File: config.mk
export PLATFORM = sky130hd
export DESIGN_NAME = interp_block
export DESIGN_NICKNAME = d
export VERILOG_FILES = /design/src/rtl/cic_pkg.sv /design/src/rtl/interp_fifo2.sv /design/src/rtl/interp_block.sv
export SDC_FILE = /design/constraint.sdc
export NUM_CORES = 1
export LEC_CHECK = 0
export CAP_MARGIN = 0
export CORE_ASPECT_RATIO = 0.5
export CORE_MARGIN = 2
export CORE_UTILIZATION = 49
export CTS_CLUSTER_SIZE = 28
export DETAILED_ROUTE_END_ITERATION = 16
export PLACE_DENSITY = 0.72
export SLEW_MARGIN = 20
export SYNTH_ARGS = -nofsm -noshare
export SYNTH_HDL_FRONTEND = slang
export SYNTH_SLANG_ARGS = --single-unit
File: constraint.sdc
create_clock -name Clk_i -period 6.15 [get_ports Clk_i]
set_input_delay 1.845 -clock Clk_i [delete_from_list [all_inputs] [get_ports Clk_i]]
set_output_delay 1.845 -clock Clk_i [all_outputs]
set_load 0.03 [all_outputs]
File: src/rtl/cic_pkg.sv
// Shared definitions for the CIC interpolation and decimation front ends:
// factor width, the smallest legal factor, the expander state type and the
// factor clamp that maps the raw 0/1 codes onto a factor of one.
package cic_pkg;

    localparam int INTERP_FACTOR_W = 3;
    localparam int MIN_FACTOR      = 1;

    typedef enum logic [0:0] {
        IDLE  = 1'b0,
        BURST = 1'b1
    } interp_state_t;

    // Raw factor codes 0 and 1 both mean "one output per input".
    function automatic logic [INTERP_FACTOR_W-1:0] eff_factor(
        input logic [INTERP_FACTOR_W-1:0] raw
    );
        logic [INTERP_FACTOR_W-1:0] minF;
        minF = INTERP_FACTOR_W'(MIN_FACTOR);
        return (raw <= minF) ? minF : raw;
    endfunction

endpackage

File: src/rtl/interp_fifo2.sv
// Two-entry sample buffer in front of the interpolation expander.
// Push into a full buffer and pop from an empty one are ignored, so a pop
// and a push landing on an empty buffer in the same cycle stores the push.
module interp_fifo2
    import cic_pkg::*;
#(
    parameter int DataWidth = 18
) (
    input  logic                 Clk_i,
    input  logic                 Rst_i,
    input  logic                 push,
    input  logic [DataWidth-1:0] data,
    input  logic                 pop,
    output logic [1:0]           count,
    output logic [DataWidth-1:0] head
);

    logic [DataWidth-1:0] mem [2];
    logic                 wrPtr;
    logic                 rdPtr;
    logic [1:0]           cnt;
    logic                 doPush;
    logic                 doPop;

    assign doPush = push && (cnt != 2'd2);
    assign doPop  = pop  && (cnt != 2'd0);
    assign count  = cnt;
    assign head   = mem[rdPtr];

    // Storage, pointer and occupancy update; pointers toggle between the two slots.
    always_ff @(posedge Clk_i or posedge Rst_i) begin
        if (Rst_i) begin
            mem[0] <= '0;
            mem[1] <= '0;
            wrPtr  <= 1'b0;
            rdPtr  <= 1'b0;
            cnt    <= 2'd0;
        end else begin
            if (doPush) begin
                mem[wrPtr] <= data;
                wrPtr      <= ~wrPtr;
            end
            if (doPop) begin
                rdPtr <= ~rdPtr;
            end
            case ({doPush, doPop})
                2'b10:   cnt <= cnt + 2'd1;
                2'b01:   cnt <= cnt - 2'd1;
                default: cnt <= cnt;
            endcase
        end
    end

endmodule

File: src/rtl/interp_block.sv
// Sample-rate expander feeding the CIC interpolator integrators.
// Each buffered input sample becomes a burst of "factor" output phases, one
// per OutStrobe_i; phase 0 carries the sample, the remaining phases carry
// zero or a repeat of the sample depending on HoldMode_i. Outputs are
// registered, so DataVal_o follows its strobe by one cycle.
module interp_block
    import cic_pkg::*;
#(
    parameter int OutDataWidth   = 18,
    parameter int InterpCntWidth = 7
) (
    input  logic                       Clk_i,
    input  logic                       Rst_i,
    input  logic [INTERP_FACTOR_W-1:0] InterpFactor_i,
    input  logic                       HoldMode_i,
    input  logic [OutDataWidth-1:0]    Data_i,
    input  logic                       DataVal_i,
    output logic                       DataRdy_o,
    input  logic                       OutStrobe_i,
    output logic [OutDataWidth-1:0]    Data_o,
    output logic                       DataVal_o,
    output logic                       Underrun_o
);

    logic [1:0]                        fifoCount;
    logic [OutDataWidth-1:0]           fifoHead;
    logic                              push;
    logic                              pop;
    interp_state_t                     state;
    logic [InterpCntWidth-1:0]         phaseCnt;
    logic [INTERP_FACTOR_W-1:0]        factorLat;
    logic signed [OutDataWidth-1:0]    heldSample;
    logic [INTERP_FACTOR_W-1:0]        effNow;
    logic                              lastPhase;

    // Ready comes from the registered occupancy only, never from the strobe.
    assign DataRdy_o = (fifoCount < 2'd2);
    assign push      = DataVal_i & DataRdy_o;
    assign pop       = OutStrobe_i & (state == IDLE) & (fifoCount != 2'd0);
    assign effNow    = eff_factor(InterpFactor_i);
    assign lastPhase = (phaseCnt == InterpCntWidth'(factorLat - 3'd1));

    interp_fifo2 #(
        .DataWidth (OutDataWidth)
    ) u_fifo (
        .Clk_i (Clk_i),
        .Rst_i (Rst_i),
        .push  (push),
        .data  (Data_i),
        .pop   (pop),
        .count (fifoCount),
        .head  (fifoHead)
    );

    // Phase sequencer: phase 0 pops a sample and latches the factor, fill phases follow.
    always_ff @(posedge Clk_i or posedge Rst_i) begin
        if (Rst_i) begin
            state      <= IDLE;
            phaseCnt   <= '0;
            factorLat  <= INTERP_FACTOR_W'(MIN_FACTOR);
            heldSample <= '0;
            Data_o     <= '0;
            DataVal_o  <= 1'b0;
            Underrun_o <= 1'b0;
        end else begin
            DataVal_o  <= 1'b0;
            Underrun_o <= 1'b0;
            if (OutStrobe_i) begin
                case (state)
                    IDLE: begin
                        if (fifoCount != 2'd0) begin
                            heldSample <= fifoHead;
                            Data_o     <= fifoHead;
                            DataVal_o  <= 1'b1;
                            factorLat  <= effNow;
                            if (effNow != INTERP_FACTOR_W'(MIN_FACTOR)) begin
                                phaseCnt <= InterpCntWidth'(1);
                                state    <= BURST;
                            end
                        end else begin
                            Underrun_o <= 1'b1;
                        end
                    end
                    BURST: begin
                        Data_o    <= HoldMode_i ? heldSample : '0;
                        DataVal_o <= 1'b1;
                        if (lastPhase) begin
                            phaseCnt <= '0;
                            state    <= IDLE;
                        end else begin
                            phaseCnt <= phaseCnt + 1'b1;
                        end
                    end
                    default: begin
                        phaseCnt <= '0;
                        state    <= IDLE;
                    end
                endcase
            end
        end
    end

endmodule
==> run metrics <==
Max IR drop VDD=between 0.2 and 0.25 mV; CTS Hold Buffers Added=0; Residual DRC=0; library cells used by synthesis=37; Yosys reg bits=between 80 and 90; final setup violation count=0; initial core utilization=slightly above 50%; Synth Cell Area=between 3000 and 4000 sq um; fillers=~580; first-pass GRT wire length=13,200 um; power density cells=between 500 and 600 nW/um^2; fmax=about 290 MHz; area share of the largest cell type after synthesis=between 50% and 60%; Die W=approximately 130 um; worst reg-to-reg path cell count=4; CTS resizes=0; Sink Count=between 80 and 90; clock period minus final worst setup slack=roughly 3.5 ns; critical path endpoint category=primary output; R2R Path End=u_fifo.mem[35]; Startpoint Class=register; clk slew on worst S/H paths=roughly 0.060 ns; Port-buffer cells=46; CTS Buffer Depth=2; Setup TNS=0 ns; Combinational Power Share=38.2%; Antenna Cells=0; postcts setup bufs=0; io pins=47; initial antenna violation count=0; worst reg2reg path startpoint=u_fifo.count[1]; Worst Setup SP=u_fifo.count[1]; Hold Path Class=reg -> reg; htree depth=3; Total Power=~2.7 mW; WP data arrival=~1.6 ns; end of the critical path=DataRdy_o; Layout Skew=between 0.005 and 0.006 ns; routability cong.=between 0.8 and 0.9; Synth area leaders=dfrtp_1 57%, mux2_2 11%, mux2i_1 4.9%, nor2_1 4.1%, o21ai_0 3.4%; Period Utilization, post-route=between 50% and 60%; number of vias after detailed routing=2,660; HPWL Detailed=~5200 um; clock latency on the worst-skew pair=approximately 0.33 ns; Overflow after GRT=0; max-slew violations=0; Slew HR=a little over a third; Sw Share=a little over a third; share of cells above drive strength 1=between 10% and 20%; Worst-Margin Slew=roughly 0.96 ns; DRT antenna net count=0; die area=around 8700 sq um; syn_nets=approximately 370; first-pass iteration count of the detailed router=4; Sequential Power Share=between 40% and 50%; Worst Path Required=approximately 4.3 ns; worst-path fanout max=4; CTS buffer count=9; cell taking the most area after synthesis=dfrtp_1; clock power share=between 20% and 30%; core box area=7510 sq um; Total GRT Usage=~20%; CTS tree=built; Die H=approximately 67 um; Cell Area, Placed=approximately 4400 sq um; Final Net Count=between 400 and 500; Worst R2R Setup Slack=between 4 and 5 ns; final wirelength=7730 um; drt wl/cell=15.5 um; buffer type at the clock tree root=clkbuf_16; WS Path Type=reg -> out; Cell Int Power=1.69 mW; Mapped Cells=~340; P_sw=around 0.97 mW; outcome=completed; register area share after synthesis=~57%; cell row count=22; most frequent cells in the layout=87 x dfrtp_1, 46 x clkdlybuf4s50_1, 41 x nor2_1; Avg Inst Size Synth=11.3 sq um; Final Util=63.3%; pin count of the biggest net entering global routing=65; Area Growth Syn to Fin=22.5%; vias in the first global route=approximately 2,700; Final Hold Fails=0; commonest non-fill, non-tap cell in the layout=dfrtp_1; max_cap viols=0; leakage power=between 2 and 2.5 nW; DR vias/cell=5.33; drt first-iter violations=between 300 and 400; WHS=between 0.4 and 0.5 ns; Design Area, Final=4760 sq um; RSZ-0062 raised after global routing=no; YS warnings=0
==> Yosys cell counts, drive strengths merged <==
cell     n
a31oi   18
o32ai    1
or4      1
nor3     3
xor2     3
mux2    38
nor4     1
buf      7
inv      6
clkbuf  12
and4     1
nand2   28
or4b     1
nand3    7
nor2    43
a21oi   20
o31ai    2
a22oi    1
mux2i   19
ha       3
dfstp    1
o41a     1
o211ai   1
o21ai   27
xnor2    6
a21o     4
or3      1
dfrtp   88
==> final cells by class <==
class	instances	area, sq um	share of cell area, %
clock buffer	12	256	5.39
tap	108	135	2.84
sequential	89	2230	46.9
clock inverter	4	51.3	1.08
timing repair buffer	50	498	10.5
inverter	6	25.0	0.526
multi-input combinational	230	1560	32.8
==> registers in the layout (all words and copies together) (netlist names), 2 cells and up <==
register      cells
Data_o           18
u_fifo.count      2
u_fifo.mem       36
phaseCnt          7
heldSample       18
factorLat         3
==> per-layer routing <==
layer | GRT usage [%] | part of all wire, % | up-vias | routed length [um]
li1 | - | - | 1296 | -
met1 | 29.4 | 49 | 1298 | 3760
met2 | 30.0 | 45 | 58 | 3500
met3 | 5.38 | 5.0 | 8 | 386
met4 | 6.32 | 1.1 | 0 | 85
met5 | 0 | 0 | - | 0
==> worst max-delay path: stages, from the launching register on <==
cell and delay, ns:
dfrtp_1 0.42, inv_1 0.17, clkdlybuf4s50_1 0.70
==> power groups by stage <==
stage / registers, mW / clock network, mW / logic, mW
6_report: 1.09 / 0.552 / 1.02
2_1_floorplan: 1.14 / 0 / 0.656
4_1_cts: 1.10 / 0.563 / 1.02
3_3_place_gp: 1.09 / 0 / 0.986
5_1_grt: 1.14 / 0.588 / 1.13
3_5_place_dp: 1.10 / 0 / 1.02
==> worst min path at each step <==
stage	startpoint	endpoint	slack [ns]	depth (start not counted)
5_1_grt	u_fifo.mem[2]	u_fifo.mem[2]	0.52	1
6_report	Data_o[1]	Data_o[1]	0.48	2
3_5_place_dp	Data_o[7]	Data_o[7]	0.47	2
4_1_cts	Data_o[7]	Data_o[7]	0.48	2
2_1_floorplan	u_fifo.count[1]	Underrun_o	0.47	1
3_3_place_gp	Data_o[9]	Data_o[9]	0.46	2
==> metrics by stage <==
stage / instances / setup WS (ns)
after floorplan: 344 / 2.00
after global placement: 482 / 2.42
after detailed placement: 482 / 2.40
after CTS: 498 / 2.66
after global routing: 499 / 2.64
final: 499 / 2.68
==> cells by family (layout without fill, tap and decap cells) <==
group                      after synthesis  after routing  share of synthesized area (%)
AOI/OAI and AO/OA                       75             75                           11.3
buffers and inverters                   25             72                           2.71
adders and majority gates                3              3                          0.967
and+or+nand+nor                         86             86                           9.51
xor gates and xnor gates                 9              9                           2.22
DFF                                     89             89                           57.4
muxes                                   57             57                           15.9
No activity file was read; power rests on OpenSTA's default activity.
